**src/rtl/cc_frame_pkg.sv**
```systemverilog
`default_nettype none
// ==========================================================================
// cc_frame_pkg: shared frame-format definitions for the frame rx/tx pair
// Revision: 1.0
// ==========================================================================
package cc_frame_pkg;

  typedef enum logic [1:0] {
    HUNT    = 2'd0,
    PAYLOAD = 2'd1,
    CHECK   = 2'd2
  } state_t;

  localparam int SYNC_HI = 31;
  localparam int SYNC_LO = 24;
  localparam int LEN_HI  = 15;
  localparam int LEN_LO  = 0;

  localparam logic [1:0] ERR_NONE = 2'd0;
  localparam logic [1:0] ERR_LEN  = 2'd1;
  localparam logic [1:0] ERR_CSUM = 2'd2;

endpackage
`default_nettype wire

```
**src/rtl/cc_frame_csum.sv**
```systemverilog
`default_nettype none
// ==========================================================================
// cc_frame_csum: running modulo-2^WIDTH payload sum with trailer compare
// Revision: 1.0
// ==========================================================================
module cc_frame_csum #(
  parameter int WIDTH = 32
) (
  input  logic             clk,
  input  logic             rstn,
  input  logic             clr,
  input  logic             add,
  input  logic [WIDTH-1:0] data,
  output logic             match
);

  logic [WIDTH-1:0] sum;

  always_ff @(posedge clk) begin
    if (!rstn || clr) begin
      sum <= '0;
    end else if (add) begin
      sum <= sum + data;
    end
  end

  assign match = (sum == data);

endmodule
`default_nettype wire

```
**src/rtl/cc_frame_receiver.sv**
```systemverilog
`default_nettype none
// ==========================================================================
// cc_frame_receiver: pops crossing words, parses header/payload/trailer frames
// Optional trailer checksum: define CC_FRAME_RX_CHECKSUM_EN.  Revision: 1.0
// ==========================================================================
module cc_frame_receiver
  import cc_frame_pkg::*;
#(
  parameter int         WIDTH   = 32,
  parameter int         MAX_LEN = 256,
  parameter logic [7:0] SYNC    = 8'hA5
) (
  input  logic             clk,
  input  logic             rstn,
  input  logic [WIDTH-1:0] in_data,
  input  logic             in_ready,
  output logic             in_strobe,
  output logic [WIDTH-1:0] out_data,
  output logic             out_valid,
  output logic             out_last,
  input  logic             out_ready,
  output logic             frame_done,
  output logic             frame_err,
  output logic [1:0]       err_code,
  output logic [7:0]       drop_cnt
);

  localparam logic [16:0] MAX_LEN_W = 17'(MAX_LEN);

  state_t      state, state_nxt;
  logic [15:0] remaining;
  logic [31:0] hdr;
  logic [15:0] hdr_len;
  logic        hdr_sync, len_bad, pop, hdr_accept, pay_pop;
  logic [7:0]  unused_hdr_bits;

  generate
    if (WIDTH >= 32) begin : g_hdr_trunc
      assign hdr = in_data[31:0];
    end else begin : g_hdr_ext
      assign hdr = {{(32-WIDTH){1'b0}}, in_data};
    end
  endgenerate

  assign hdr_len         = hdr[LEN_HI:LEN_LO];
  assign hdr_sync        = (hdr[SYNC_HI:SYNC_LO] == SYNC);
  assign len_bad         = (hdr_len == 16'd0) || ({1'b0, hdr_len} > MAX_LEN_W);
  assign unused_hdr_bits = hdr[23:16];

  // Payload pops only when the output register is free or draining this cycle.
  assign in_strobe  = (state == PAYLOAD) ? (in_ready & (~out_valid | out_ready)) : in_ready;
  assign pop        = in_ready & in_strobe;
  assign hdr_accept = (state == HUNT) & pop & hdr_sync & ~len_bad;
  assign pay_pop    = (state == PAYLOAD) & pop;

`ifdef CC_FRAME_RX_CHECKSUM_EN
  localparam state_t LAST_NEXT = CHECK;
  logic csum_match;

  cc_frame_csum #(
    .WIDTH (WIDTH)
  ) u_csum (
    .clk   (clk),
    .rstn  (rstn),
    .clr   (hdr_accept),
    .add   (pay_pop),
    .data  (in_data),
    .match (csum_match)
  );
`else
  localparam state_t LAST_NEXT = HUNT;
`endif

  always_comb begin
    state_nxt = state;
    case (state)
      HUNT:    if (hdr_accept) state_nxt = PAYLOAD;
      PAYLOAD: if (pay_pop && remaining == 16'd1) state_nxt = LAST_NEXT;
      CHECK:   if (pop) state_nxt = HUNT;
      default: state_nxt = HUNT;
    endcase
  end

  always_ff @(posedge clk) begin
    if (!rstn) begin
      state      <= HUNT;
      remaining  <= '0;
      out_data   <= '0;
      out_valid  <= 1'b0;
      out_last   <= 1'b0;
      frame_done <= 1'b0;
      frame_err  <= 1'b0;
      err_code   <= ERR_NONE;
      drop_cnt   <= '0;
    end else begin
      state      <= state_nxt;
      frame_done <= 1'b0;
      frame_err  <= 1'b0;
      err_code   <= ERR_NONE;
      if (out_valid && out_ready) out_valid <= 1'b0;

      if (state == HUNT && pop) begin
        if (hdr_sync) begin
          if (len_bad) begin
            frame_err <= 1'b1;
            err_code  <= ERR_LEN;
          end else begin
            remaining <= hdr_len;
          end
        end else if (drop_cnt != 8'hFF) begin
          drop_cnt <= drop_cnt + 8'd1;
        end
      end

      if (pay_pop) begin
        out_data  <= in_data;
        out_valid <= 1'b1;
        out_last  <= (remaining == 16'd1);
        remaining <= remaining - 16'd1;
`ifndef CC_FRAME_RX_CHECKSUM_EN
        if (remaining == 16'd1) frame_done <= 1'b1;
`endif
      end

`ifdef CC_FRAME_RX_CHECKSUM_EN
      if (state == CHECK && pop) begin
        if (csum_match) begin
          frame_done <= 1'b1;
        end else begin
          frame_err <= 1'b1;
          err_code  <= ERR_CSUM;
        end
      end
`endif
    end
  end

endmodule
`default_nettype wire

```
**config.mk**
```make
export PLATFORM = sky130hd
export DESIGN_NAME = cc_frame_receiver
export DESIGN_NICKNAME = d
export VERILOG_FILES = /design/src/rtl/cc_frame_pkg.sv /design/src/rtl/cc_frame_csum.sv /design/src/rtl/cc_frame_receiver.sv
export SDC_FILE = /design/constraint.sdc
export NUM_CORES = 1
export LEC_CHECK = 0
export CAP_MARGIN = 20
export CORE_UTILIZATION = 35
export CTS_BUF_LIST = sky130_fd_sc_hd__clkbuf_8
export CTS_CLUSTER_DIAMETER = 60
export CTS_CLUSTER_SIZE = 28
export DETAILED_ROUTE_END_ITERATION = 10
export DONT_BUFFER_PORTS = 1
export PLACE_DENSITY_LB_ADDON = 0.3
export SLEW_MARGIN = 20
export SYNTH_ARGS = -nofsm -noshare
export SYNTH_HDL_FRONTEND = slang
export SYNTH_SLANG_ARGS = --single-unit
```
**constraint.sdc**
```tcl
create_clock -name clk -period 2.1 [get_ports clk]
set_clock_uncertainty 0.2 [all_clocks]
set_input_delay 0.525 -clock clk [delete_from_list [all_inputs] [get_ports clk]]
set_output_delay 0.525 -clock clk [all_outputs]
set_load 0.02 [all_outputs]
```
-- After elaboration in Yosys (flattened, before gate mapping)
Index checks and enable logic that the tools add are counted.
- register bits after elaboration: 64
- add/subtract/negate cells: 2
- magnitude comparators: 1
- eq/ne operators: 9
- muxes and demuxes: 14
- bitwise logic cells: 10
- reductions and logical operators: 14
- operators by type and width (kind ; number):
    2-to-1 mux 16 bit ; 4
    == test 16 x 1 -> 1 bit, second input constant ; 1
    greater-than comparator 16 x 9 -> 1 bit, second input constant ; 1
    zero test 16 bit ; 1
    subtractor 16 x 1 -> 16 bit, second input constant ; 1
    AND reduction 3 bit ; 4
    adder 8 x 1 -> 8 bit, second input constant ; 1
    == test 8 bit, second input constant ; 1
    inequality test 8 bit, second input constant ; 1
    AND 1 bit ; 6
    2-to-1 mux 1 bit ; 6
    2-to-1 mux 2 bit ; 3
    case mux 2 bit (3 select lines) ; 1
    nonzero test 2 bit ; 3
    inequality test 2 x 1 -> 1 bit, second input constant ; 2
    inequality test 2 bit, second input constant ; 2
    logical AND 1 bit ; 3
    inverter 1 bit ; 3
    == test 2 x 1 -> 1 bit, second input constant ; 1
    == test 2 bit, second input constant ; 1
    zero test 2 bit ; 1
    AND reduction 2 bit ; 1
    logical OR 1 bit ; 1
    OR 1 bit ; 1

-- Logic depth before layout (Yosys ltp)
Gate-level depths: netlist of the first run.
- word-level depth: 10
- depth in mapped cells: 6
- depth with buffers taken out: 6

-- Least setup slack after synthesis of the first run
OpenSTA, ideal clock, no wires.
- path type: input-to-reg
- start: input in_data[9]
- end: register remaining[3]
- arrival: 1.930 ns
- slack: -0.133 ns
- cell stages on the path: 5
- buffers on the path: 0
- path through: or4_4 nor4_4 o2111a_2 a211oi_2 a2111oi_2
- cells in the longest elaborated chain, start to end: 4
- elaborated cells on any way between the ends: 5
- those cells by class: order compare (1); eq/ne (1); reduce/logical (3)
- RTL lines (element ; RTL line ; RTL):
    start, declared ; cc_frame_receiver.sv:15 ; input logic [WIDTH-1:0] in_data,
    greater-than comparator 16 x 9 -> 1 bit or zero test 16 bit (tied branches) ; cc_frame_receiver.sv:47 ; assign len_bad = (hdr_len == 16'd0) || ({1'b0, hdr_len} > MAX_LEN_W);
    logical OR 1 bit * ; cc_frame_receiver.sv:47 ;
    inequality test 2 x 1 -> 1 bit (no line) * ; -- ;
    AND reduction 3 bit (no line) * ; -- ;
    end signal, assigned ; cc_frame_receiver.sv:108 ; remaining <= hdr_len;
    end signal, assigned ; cc_frame_receiver.sv:119 ; remaining <= remaining - 16'd1;
    end, declared ; cc_frame_receiver.sv:31 ; logic [15:0] remaining;
Every way passes the cells marked *; elsewhere a longest branch is shown, timed or not.
A chain may end at the register's enable or synchronous reset.

-- Worst setup path in the final report of the first run
- start: register out_valid
- end: output in_strobe
- cells in the longest elaborated chain, start to end: 4
- RTL lines (element ; RTL line ; RTL):
    start, declared ; cc_frame_receiver.sv:19 ; output logic out_valid,
    start signal, assigned ; cc_frame_receiver.sv:89 ; out_valid <= 1'b0;
    start signal, assigned ; cc_frame_receiver.sv:100 ; if (out_valid && out_ready) out_valid <= 1'b0;
    start signal, assigned ; cc_frame_receiver.sv:117 ; out_valid <= 1'b1;
    inverter 1 bit ; cc_frame_receiver.sv:51 ; assign in_strobe = (state == PAYLOAD) ? (in_ready & (~out_valid | out_ready)) : in_ready;
    OR 1 bit ; cc_frame_receiver.sv:51 ;
    AND 1 bit ; cc_frame_receiver.sv:51 ;
    2-to-1 mux 1 bit ; cc_frame_receiver.sv:51 ;
    end, declared ; cc_frame_receiver.sv:17 ; output logic in_strobe,
No other way between the ends.

==> reports/results.tsv, run 1 <==
stage	metric	value	unit
worst_hold_path	min_path_cells	1	
synthesis	synthMuxAreaShare	0.745	%
global_route	grt_pass1_vias	2146	
clocking	clock_tree.buffer_depth	2	
power_and_ir_drop	cellPowerDensity	745	nW/um^2
timing	final_cycle_share	97.1	%
synthesis	number_of_flops_mapped_to_enable_cells_by_yosys	0	
timing	layout_setup_ws	0.0618	ns
global_route	grt_first_pass_wirelength	10300	um
final_layout	post-route-util	43.2	%
detailed_routing	wl_per_cell	15.2	um
critical_path	timing.critical_path.fanout_max	4	
floorplan	number_of_standard_cell_rows_in_the_floorplan	31	
synthesis	synth_compound_area_share	20.2	%
clocking	tritoncts_clock_tree	done	
critical_path	cp-end-kind	output port	
synthesis	synthCells	320	
placement	finalWeightedCongestion	0.787	
clocking	numCtsBuffers	9	
final_layout	drive_above_1_share	17.6	%
critical_path	worst-endpoint-arrival	1.31	ns
synthesis	share_of_synthesized_area_occupied_by_flip_flops_and_latches	45.4	%
critical_path	regToRegStartpoint	remaining[10]$_SDFFE_PN0P_	
placement	detailed_place_hpwl	4920	um
detailed_routing	wl	6780	um
timing	achievable-frequency	491	MHz
flow_run	timing.max_cap.violations	0	
timing	fin_crit	2.04	ns
global_route	initial_antenna_violation_count	0	
clocking	clk_pin_slew	0.07	ns
clocking	clockRootBuffer	sky130_fd_sc_hd__clkbuf_8	
synthesis	synthSimpleGateAreaFrac	25.9	%
clocking	clk_latency	0.35	ns
timing	hold_violations	0	
critical_path	cp-start-kind	flip-flop	
synthesis	synthDominantAreaCellType	sky130_fd_sc_hd__dfxtp_1	
global_route	grt_overflow	0	
final_layout	layout.nets	380	
critical_path	critPathRequiredTime	1.37	ns
synthesis	post_synth_xor_area_fraction	2.28	%
floorplan	coreArea	7330	um^2
final_layout	final_design_area_no_fill	3170	um^2
synthesis	netlist_top_cells_area	sky130_fd_sc_hd__dfxtp_1, sky130_fd_sc_hd__nand2_1, sky130_fd_sc_hd__a21oi_1	
final_layout	areaGrowthSynthToFinish	17.8	%
timing	slew_headroom	65.9	%
timing	number_of_slew_limit_violations_in_the_final_report	0	
synthesis	syn-cell-area	2690	um^2
floorplan	die-width	89.6	um
synthesis	async_reset_ff_share	0	%
status	run_status	complete, no violations	
timing	finalHoldWorstSlack	0.0883	ns
critical_path	ff2ff_path_depth	5	
power_and_ir_drop	p_leak	1.17	nW
timing	worst-slew-pin-transition	0.505	ns
timing	rsz0062_at_grt	yes	
detailed_routing	avgViaCountPerCell	5.21	
global_route	grt_max_degree	37	
critical_path	critPathKind	flip-flop to output port	
floorplan	floorplan.initialDensity	36.7	%
power_and_ir_drop	ir_drop	519	uV
detailed_routing	route.vias.total	2319	
timing	finalSetupViolations	0	
floorplan	die_y	89.6	um
floorplan	fp.dieArea	8030	um^2
final_layout	insertedDiodeCount	0	
synthesis	syn-mean-instance-area	8.40	um^2
synthesis	synth_largest_type_area_fraction	45.4	%
critical_path	timing.rr.end	remaining[15]$_SDFFE_PN0P_	
floorplan	top_level_ports	83	
placement	buffer_ports.inserted	0	
worst_hold_path	worstHoldStart	rstn	
clocking	post_cts_hold_buffer_count	0	
placement	pre_cts_ws	-0.255	ns
synthesis	dominant_combinational_cell_family_by_area_after_synthesis	simple AND/OR/NAND/NOR gates	
detailed_routing	route.detailed.drc	0	
detailed_routing	drtPass1Iterations	4	
detailed_routing	first_iter_violations	98	
clocking	cts_htree_levels	3	
synthesis	synth_fp_nets	359	
synthesis	ys.warnings.count	0	
critical_path	regToRegSetupSlack	0.09	ns
clocking	tritoncts_num_sinks	61	
synthesis	synth_fa_ha_area_share	1.40	%
synthesis	postSynth.topFlopCell	sky130_fd_sc_hd__dfxtp_1	
synthesis	ys_seq_elements	61	
synthesis	synth.lib_cells_used.distinct	54	
final_layout	layout.filler_cells	713	
placement	dpl-instance-area	2940	um^2
worst_hold_path	hold_end	remaining[8]$_SDFFE_PN0P_	
detailed_routing	route.antenna.remaining_nets	0	
global_route	globalRouteTotalUtil	17.7	%
worst_hold_path	holdCritPathClass	primary input to flip-flop	
stage by stage:
| stage | setup TNS (ns) | total power [mW] | cells |
|---|---|---|---|
| finish | 0 | 2.36 | 445 |
| global route | -0.0124 | 2.44 | 445 |
| CTS | 0 | 2.38 | 444 |
| detailed placement | -3.27 | 1.26 | 428 |
| global placement | -2.92 | 1.26 | 428 |
| floorplan | -1.15 | 1.24 | 320 |
power by group:
| group | leakage, nW | total (mW) | switching [mW] | internal, mW |
|---|---|---|---|---|
| combinational | 0.562 | 0.0688 | 0.0442 | 0.0245 |
| clock | 0.115 | 1.13 | 0.472 | 0.653 |
| sequential | 0.491 | 1.16 | 0.00241 | 1.16 |
area by class of cell:
cell class,instances,area [um^2],area share (%)
clock buffer,9,124,3.91
clock inverter,7,82.6,2.61
inverter,5,18.8,0.593
multi-input combinational,236,1390,43.8
sequential,61,1220,38.6
tap,99,124,3.91
timing repair buffer,28,210,6.64
layer usage:
metal | part of all wire, % | global-route usage [%] | up-vias
met5 | 0 | 0 | -
met4 | 0.81 | 5.63 | 0
met3 | 10 | 9.05 | 9
met2 | 44 | 26.9 | 94
met1 | 45 | 21.7 | 1046
li1 | - | - | 1170
worst max-delay path: stages (launching register included):
cell,delay (ns)
sky130_fd_sc_hd__dfxtp_1,0.32
sky130_fd_sc_hd__nor2b_1,0.29
sky130_fd_sc_hd__a21oi_1,0.17
sky130_fd_sc_hd__buf_4,0.18
flip-flops by register name, indices dropped and copies added, names as in the netlist:
register / flops
drop_cnt: 8
out_valid: 1
remaining: 16
out_data: 32
out_last: 1
err_code: 1
frame_done: 1
state: 1
synth_stat cells, types with 3 or more instances:
library cell,instances
sky130_fd_sc_hd__a21oi_1,44
sky130_fd_sc_hd__a31oi_1,7
sky130_fd_sc_hd__and2_1,3
sky130_fd_sc_hd__and3_1,3
sky130_fd_sc_hd__buf_4,3
sky130_fd_sc_hd__clkbuf_1,14
sky130_fd_sc_hd__dfxtp_1,61
sky130_fd_sc_hd__ha_1,3
sky130_fd_sc_hd__inv_1,4
sky130_fd_sc_hd__nand2_1,75
sky130_fd_sc_hd__nand3_1,4
sky130_fd_sc_hd__nand3b_1,4
sky130_fd_sc_hd__nor2_1,16
sky130_fd_sc_hd__nor3_1,5
sky130_fd_sc_hd__nor4_2,3
sky130_fd_sc_hd__o211ai_1,3
sky130_fd_sc_hd__o21a_1,3
sky130_fd_sc_hd__o21ai_0,11
sky130_fd_sc_hd__o221a_1,3
sky130_fd_sc_hd__or3_1,4
sky130_fd_sc_hd__xor2_1,6
cell families after synthesis:
kind of cell / after synthesis
flip-flops: 61
AND/OR/NAND/NOR: 137
AO/OA/AOI/OAI: 86
multiplexers: 2
adder cells (fa/ha/maj): 3
buffers and inverters: 23
XOR/XNOR: 7
other: 1
placed cells by master (no fill, tap or decap), drive strengths merged, types with 3 or more instances in the layout:
cell type,Yosys,final
a31oi,7,7
clkinv,1,4
nor4,6,6
nor3,7,7
or3,5,5
dfxtp,61,61
o221a,4,4
or4,3,3
o21ai,12,12
clkbuf,14,9
inv,4,6
and3,3,3
nand2,75,75
a211oi,3,3
nor2,16,16
nand3,4,4
nand3b,4,4
o211ai,3,3
o21a,3,3
ha,3,3
buf,4,28
and2,3,3
xor2,6,6
a21oi,44,44
how the worst max path moves through the flow:
stage	from	slack, ns	cells past startpoint	to
floorplan	in_data[9]	-0.13	5	remaining[3]$_SDFFE_PN0P_
global placement	in_data[9]	-0.22	5	remaining[3]$_SDFFE_PN0P_
detailed placement	in_data[9]	-0.26	5	remaining[3]$_SDFFE_PN0P_
CTS	remaining[10]$_SDFFE_PN0P_	0.01	5	state[0]$_SDFFE_PN0P_
global route	in_data[9]	-0.01	5	remaining[3]$_SDFFE_PN0P_
finish	out_valid$_SDFFE_PN0P_	0.06	3	in_strobe
what timing repair did:
item,in CTS,in global routing
buffers inserted,0,1
endpoints found under the setup margin,0,5
resized for setup,0,2
Note: power is estimated with default switching activity, not from simulation.
==> inputs of run 2 (changes only) <==
Settings changed: CORE_UTILIZATION 35 to 49, GPL_TIMING_DRIVEN from default to 1.
==> run 2 against run 1 <==
Compared with the run above: non-clock buffer count shrank 1; global-route usage grew 6.1 points; worst setup slack gained 0.0012 ns; die area shrank 28%; combinational power grew 2%; clock power shrank 17%; via count grew 2.2%; sequential power is essentially flat; largest power group unchanged.
==> reports/results.tsv, run 2 (synthesis results as in run 1) <==
stage	metric	value	unit	change
status	run_status	complete, no violations		
critical_path	ff2ff_path_depth	4		-1
clocking	clk_latency	0.34	ns	about the same
power_and_ir_drop	p_leak	1.14	nW	-2.1%
worst_hold_path	min_path_cells	1		unchanged
clocking	clk_pin_slew	0.07	ns	about the same
timing	finalSetupViolations	0		unchanged
critical_path	cp-end-kind	flip-flop		
timing	fin_crit	2.04	ns	-0.00116 ns
final_layout	insertedDiodeCount	0		unchanged
floorplan	number_of_standard_cell_rows_in_the_floorplan	26		-16%
timing	hold_violations	0		unchanged
final_layout	drive_above_1_share	18.0	%	+0.34 points
power_and_ir_drop	power	2.17	mW	-7.8%
detailed_routing	drtPass1Iterations	4		unchanged
critical_path	cp-start-kind	primary input		
floorplan	fp.dieArea	5790	um^2	-28%
floorplan	coreArea	5200	um^2	-29%
floorplan	die_y	76.1	um	-15%
final_layout	regMostFlops	out_data		
final_layout	largest_registers	out_data (32), remaining (16), drop_cnt (8)		
detailed_routing	wl_per_cell	15.8	um	+3.7%
clocking	tritoncts_num_sinks	61		unchanged
clocking	post_cts_hold_buffer_count	0		unchanged
final_layout	layout.filler_cells	485		-32%
detailed_routing	route.detailed.drc	0		unchanged
floorplan	floorplan.initialDensity	51.6	%	+15 points
global_route	grt_pass1_vias	2300		+7.2%
placement	finalWeightedCongestion	0.809		+2.7%
global_route	grt_overflow	0		unchanged
detailed_routing	wl	6560	um	-3.3%
final_layout	multiInputGateArea	1390	um^2	+0.45%
clocking	post-cts-setup-buffers	0		unchanged
critical_path	worst-endpoint-arrival	2.07	ns	+0.76 ns
detailed_routing	route.antenna.remaining_nets	0		unchanged
critical_path	critPathRequiredTime	2.13	ns	+0.76 ns
timing	rsz0062_at_grt	no		
global_route	grt_max_degree	45		+22%
power_and_ir_drop	ir_drop	438	uV	-16%
final_layout	stdcell_count	415		-6.7%
detailed_routing	route.vias.total	2370		+2.2%
clocking	numCtsBuffers	9		unchanged
global_route	grt_first_pass_wirelength	10800	um	+4.7%
clocking	tritoncts_clock_tree	done		
final_layout	flip_flop_count_of_the_largest_register_all_copies_and_words_added	32		unchanged
critical_path	timing.critical_path.fanout_max	4		unchanged
worst_hold_path	holdCritPathClass	primary input to flip-flop		
detailed_routing	first_iter_violations	156		+59%
final_layout	layout.cells.most_common_list	sky130_fd_sc_hd__nand2_1, sky130_fd_sc_hd__dfxtp_1, sky130_fd_sc_hd__a21oi_1, sky130_fd_sc_hd__buf_4, sky130_fd_sc_hd__nor2_1		
floorplan	top_level_ports	83		unchanged
flow_run	timing.max_cap.violations	0		unchanged
final_layout	areaGrowthSynthToFinish	15.8	%	
final_layout	layout.nets	379		-0.26%
final_layout	layout.area.seq	1220	um^2	unchanged
clocking	cts_htree_levels	3		unchanged
placement	buffer_ports.inserted	0		unchanged
clocking	clock_tree.buffer_depth	2		unchanged
timing	final_cycle_share	97.0	%	about the same
timing	number_of_slew_limit_violations_in_the_final_report	0		unchanged
power_and_ir_drop	cellPowerDensity	698	nW/um^2	-6.2%
critical_path	critPathKind	primary input to flip-flop		
placement	place.detailed.instances	399		-6.8%
final_layout	layout.cells.most_common	sky130_fd_sc_hd__nand2_1		
timing	achievable-frequency	491	MHz	about the same
global_route	initial_antenna_violation_count	0		unchanged
detailed_routing	avgViaCountPerCell	5.71		+9.6%
global_route	globalRouteTotalUtil	23.8	%	+6.1 points
clocking	clockRootBuffer	sky130_fd_sc_hd__clkbuf_8		
floorplan	die-width	76.1	um	-15%
placement	detailed_place_hpwl	4580	um	-6.9%
==> run 2: path summary, 6_finish.rpt <==
check                              from                         end  slack, ns
max                          in_data[9]   remaining[3]$_SDFFE_PN0P_       0.06
max reg2reg  remaining[10]$_SDFFE_PN0P_  remaining[15]$_SDFFE_PN0P_       0.08
min reg2reg  remaining[12]$_SDFFE_PN0P_  remaining[12]$_SDFFE_PN0P_       0.28
min                                rstn       state[0]$_SDFFE_PN0P_       0.11
==> run 2: per-stage QoR <==
| step | hold slack (ns) | TNS, ns | area [um^2] | utilization [%] | worst slack, ns |
|---|---|---|---|---|---|
| 2_1_floorplan | 0.241 | -1.15 | 2690 | - | -0.130 |
| 3_3_place_gp | 0.260 | -2.58 | 2920 | 56.0 | -0.216 |
| 3_5_place_dp | 0.269 | -3.23 | 2920 | 56.0 | -0.295 |
| 4_1_cts | 0.0969 | 0 | 3100 | 59.5 | 0.0172 |
| 5_1_grt | 0.0938 | 0 | 3110 | 59.8 | 0.0192 |
| 6_report | 0.107 | 0 | 3110 | 59.8 | 0.0630 |
==> run 2: worst max-delay path, cell delays in order <==
cell                        delay (ns)
sky130_fd_sc_hd__or4_4            0.53
sky130_fd_sc_hd__nor4_4           0.29
sky130_fd_sc_hd__o2111a_2         0.31
sky130_fd_sc_hd__a211oi_2         0.08
sky130_fd_sc_hd__a2111oi_2        0.34
==> run 2: routing by layer <==
metal  global-route usage (%)  wire length (um)  vias to the layer above
met3                     10.5               618                        5
met5                        0                 0                        -
li1                         -                 -                     1164
met2                     38.1              3180                       92
met4                     6.73                67                        0
met1                     29.0              2700                     1109
==> run 2: repair_timing <==
item | in CTS | in global routing
gates resized for setup | 1 | 3
pin swaps | 0 | 1
endpoints found under the setup margin | 1 | 4
==> run 2: area by class of cell <==
type,count,share of cell area (%)
Clock buffer,11,4.86
Clock inverter,5,0.884
Inverter,5,0.603
Multi-Input combinational cell,236,44.7
Sequential cell,61,39.2
Tap cell,70,2.81
Timing Repair Buffer,27,6.91
==> run 2: report_power, final <==
part	internal, mW	switching (mW)	total, mW
Clock	0.482	0.459	0.940
Combinational	0.0260	0.0444	0.0704
Sequential	1.16	0.00232	1.16
Total	1.67	0.506	2.17
==> inputs of run 3 (changes only) <==
Settings changed: CAP_MARGIN 20 to 10.
Clock period 2.1 ns to 2.16 ns, I/O delays scaled along.
==> run 3 against run 2 <==
Compared with the run above: non-clock buffer count decreased by 5; total power is 3.3% higher; count of clock-buffer cells in the layout is 1 higher; worst setup slack improved by 0.030 ns; global-route usage decreased by 0.99 points; critical path depth stayed put; combinational power decreased by 8.7%; clock power increased by 12%; sequential share of layout area increased by 0.14 points; final cell count fell by 1.2%; die area stayed put; final area fell by 0.36%.
==> reports/results.tsv, run 3 (synthesis results as in run 1) <==
stage	metric	value	unit	change
critical_path	timing.rr.end	remaining[15]$_SDFFE_PN0P_		
detailed_routing	avgViaCountPerCell	5.66		-0.96%
critical_path	regToRegSetupSlack	0.09	ns	about the same
critical_path	cp-end-kind	flip-flop		
final_layout	drive_above_1_share	16.5	%	-1.5 points
global_route	globalRouteTotalUtil	22.8	%	-0.99 points
critical_path	regToRegStartpoint	remaining[10]$_SDFFE_PN0P_		
floorplan	top_level_ports	83		unchanged
power_and_ir_drop	design_internal_power	1.77	mW	+6.2%
timing	final_cycle_share	95.7	%	
detailed_routing	route.vias.total	2319		-2.2%
detailed_routing	top_layer	met4		
power_and_ir_drop	power	2.25	mW	+3.3%
global_route	grt_first_pass_wirelength	10500	um	-3.0%
timing	number_of_slew_limit_violations_in_the_final_report	0		unchanged
critical_path	timing.critical_path.fanout_max	5		+1
clocking	tritoncts_clock_tree	done		
critical_path	critPathKind	flip-flop to flip-flop		
timing	finalSetupViolations	0		unchanged
clocking	post_cts_hold_buffer_count	0		unchanged
floorplan	fp.dieArea	5790	um^2	unchanged
placement	detailed_place_hpwl	4420	um	-3.5%
clocking	tritoncts_num_sinks	61		unchanged
final_layout	areaGrowthSynthToFinish	15.4	%	
floorplan	floorplan.initialDensity	51.6	%	unchanged
power_and_ir_drop	power.clock.fraction	46.8	%	+3.5 points
worst_hold_path	holdCritPathClass	primary input to flip-flop		
final_layout	layout.nets	374		-1.3%
floorplan	number_of_standard_cell_rows_in_the_floorplan	26		unchanged
detailed_routing	first_iter_violations	104		-33%
final_layout	largest_registers	out_data (32), remaining (16), drop_cnt (8)		
clocking	post-cts-setup-buffers	0		unchanged
clocking	numCtsBuffers	9		unchanged
placement	finalWeightedCongestion	0.772		-4.5%
floorplan	die_y	76.1	um	unchanged
worst_hold_path	hold_end	remaining[0]$_SDFFE_PN0P_		
power_and_ir_drop	power.switching	0.474	mW	-6.2%
detailed_routing	met2WireLength	2920	um	-8.0%
power_and_ir_drop	cellPowerDensity	724	nW/um^2	+3.7%
detailed_routing	route.detailed.drc	0		unchanged
detailed_routing	route.antenna.remaining_nets	0		unchanged
clocking	clk_latency	0.33	ns	about the same
clocking	clock_tree.buffer_depth	2		unchanged
global_route	grt_overflow	0		unchanged
critical_path	worst-endpoint-arrival	2.11	ns	+0.04 ns
global_route	grt_pass1_vias	2243		-2.5%
timing	hold_violations	0		unchanged
final_layout	flip_flop_count_of_the_largest_register_all_copies_and_words_added	32		unchanged
clocking	post_cts_resize_count	0		-1
detailed_routing	drtPass1Iterations	4		unchanged
timing	achievable-frequency	484	MHz	
power_and_ir_drop	p_leak	1.13	nW	-0.96%
final_layout	layout.cells.most_common	sky130_fd_sc_hd__nand2_1		
floorplan	die-width	76.1	um	unchanged
timing	rsz0062_at_grt	no		
clocking	cts_htree_levels	3		unchanged
power_and_ir_drop	power.switching_fraction	21.1	%	-2.2 points
clocking	clockRootBuffer	sky130_fd_sc_hd__clkbuf_8		
final_layout	layout.cells.most_common_list	sky130_fd_sc_hd__nand2_1, sky130_fd_sc_hd__dfxtp_1, sky130_fd_sc_hd__a21oi_1, sky130_fd_sc_hd__buf_4, sky130_fd_sc_hd__nor2_1		
detailed_routing	wl_per_cell	15.3	um	-3.1%
global_route	initial_antenna_violation_count	0		unchanged
placement	buffer_ports.inserted	0		unchanged
global_route	grt_max_degree	45		unchanged
power_and_ir_drop	share_comb_of_total_power	2.9	%	-0.3 points
timing	finalSetupTns	0	ns	unchanged
status	run_status	complete, no violations		
critical_path	critPathRequiredTime	2.20	ns	+0.07 ns
final_layout	regMostFlops	out_data		
timing	fin_crit	2.07	ns	
detailed_routing	drt-met1-wl	2790	um	+3.5%
worst_hold_path	min_path_cells	1		unchanged
clocking	clk_pin_slew	0.07	ns	about the same
critical_path	ff2ff_path_depth	5		+1
power_and_ir_drop	sequentialPowerShare	50.4	%	-3.1 points
final_layout	layout.filler_cells	478		-1.4%
detailed_routing	wl	6280	um	-4.2%
floorplan	coreArea	5200	um^2	unchanged
flow_run	timing.max_cap.violations	0		unchanged
power_and_ir_drop	ir_drop	691	uV	+58%
final_layout	insertedDiodeCount	0		unchanged
critical_path	cp-start-kind	flip-flop		
worst_hold_path	worstHoldStart	rstn		
detailed_routing	detailroute.wirelength.met3	482	um	-22%
-- run 3: changes by cell type in the layout (fill, tap and decap cells not counted), sizes merged --
| cell | previous run | this run |
|---|---|---|
| inv | 6 | 5 |
| clkbuf | 11 | 12 |
| clkinvlp | 2 | 1 |
| buf | 27 | 22 |
| bufinv | 0 | 1 |
-- run 3: critical path, cell delays in order, from the launching register on --
cell                       delay (ns)
sky130_fd_sc_hd__dfxtp_1         0.32
sky130_fd_sc_hd__or4_4           0.57
sky130_fd_sc_hd__or3_4           0.40
sky130_fd_sc_hd__nor3_4          0.17
sky130_fd_sc_hd__a21oi_1         0.09
sky130_fd_sc_hd__a311oi_1        0.23
-- run 3: worst max-delay path by stage --
stage,startpoint,to,slack [ns],cells past startpoint
after floorplan,in_data[9],remaining[3]$_SDFFE_PN0P_,-0.09,5
after global placement,in_data[9],remaining[3]$_SDFFE_PN0P_,-0.17,5
after detailed placement,in_data[9],remaining[3]$_SDFFE_PN0P_,-0.20,5
after CTS,remaining[10]$_SDFFE_PN0P_,state[0]$_SDFFE_PN0P_,0.06,5
after global routing,remaining[10]$_SDFFE_PN0P_,remaining[15]$_SDFFE_PN0P_,0.003,5
final,remaining[10]$_SDFFE_PN0P_,remaining[15]$_SDFFE_PN0P_,0.09,5
-- run 3: power by group through the flow --
stage / combinational (mW) / sequential (mW) / clock (mW)
after global placement: 0.0639 / 1.16 / 0
after CTS: 0.0652 / 1.13 / 1.07
after detailed placement: 0.0649 / 1.16 / 0
final: 0.0643 / 1.13 / 1.05
after floorplan: 0.0417 / 1.16 / 0
after global routing: 0.0709 / 1.13 / 1.12
-- run 3: layout make-up --
class                           count  area (um^2)  area share [%]
Clock buffer                       12          165            5.32
Clock inverter                      4         46.3            1.49
Inverter                            5         18.8           0.605
Multi-Input combinational cell    236         1390            44.7
Sequential cell                    61         1220            39.4
Tap cell                           70         87.6            2.82
Timing Repair Buffer               22          178            5.73
-- run 3: metrics by stage --
stage               util, %  setup WS, ns  cells  hold WS [ns]  instance area [um^2]
floorplan                 -       -0.0851    320         0.241                  2690
global placement       55.3        -0.167    394         0.255                  2880
detailed placement     55.3        -0.200    394         0.268                  2880
CTS                    59.4        0.0648    410         0.109                  3090
global route           59.6       0.00349    410         0.104                  3100
finish                 59.6        0.0934    410         0.121                  3100
-- run 3: layer usage --
metal  vias up  GRT usage (%)
li1       1159              -
met1      1068           28.5
met2        80           36.4
met3        12           7.66
met4         0           8.85
met5         -              0
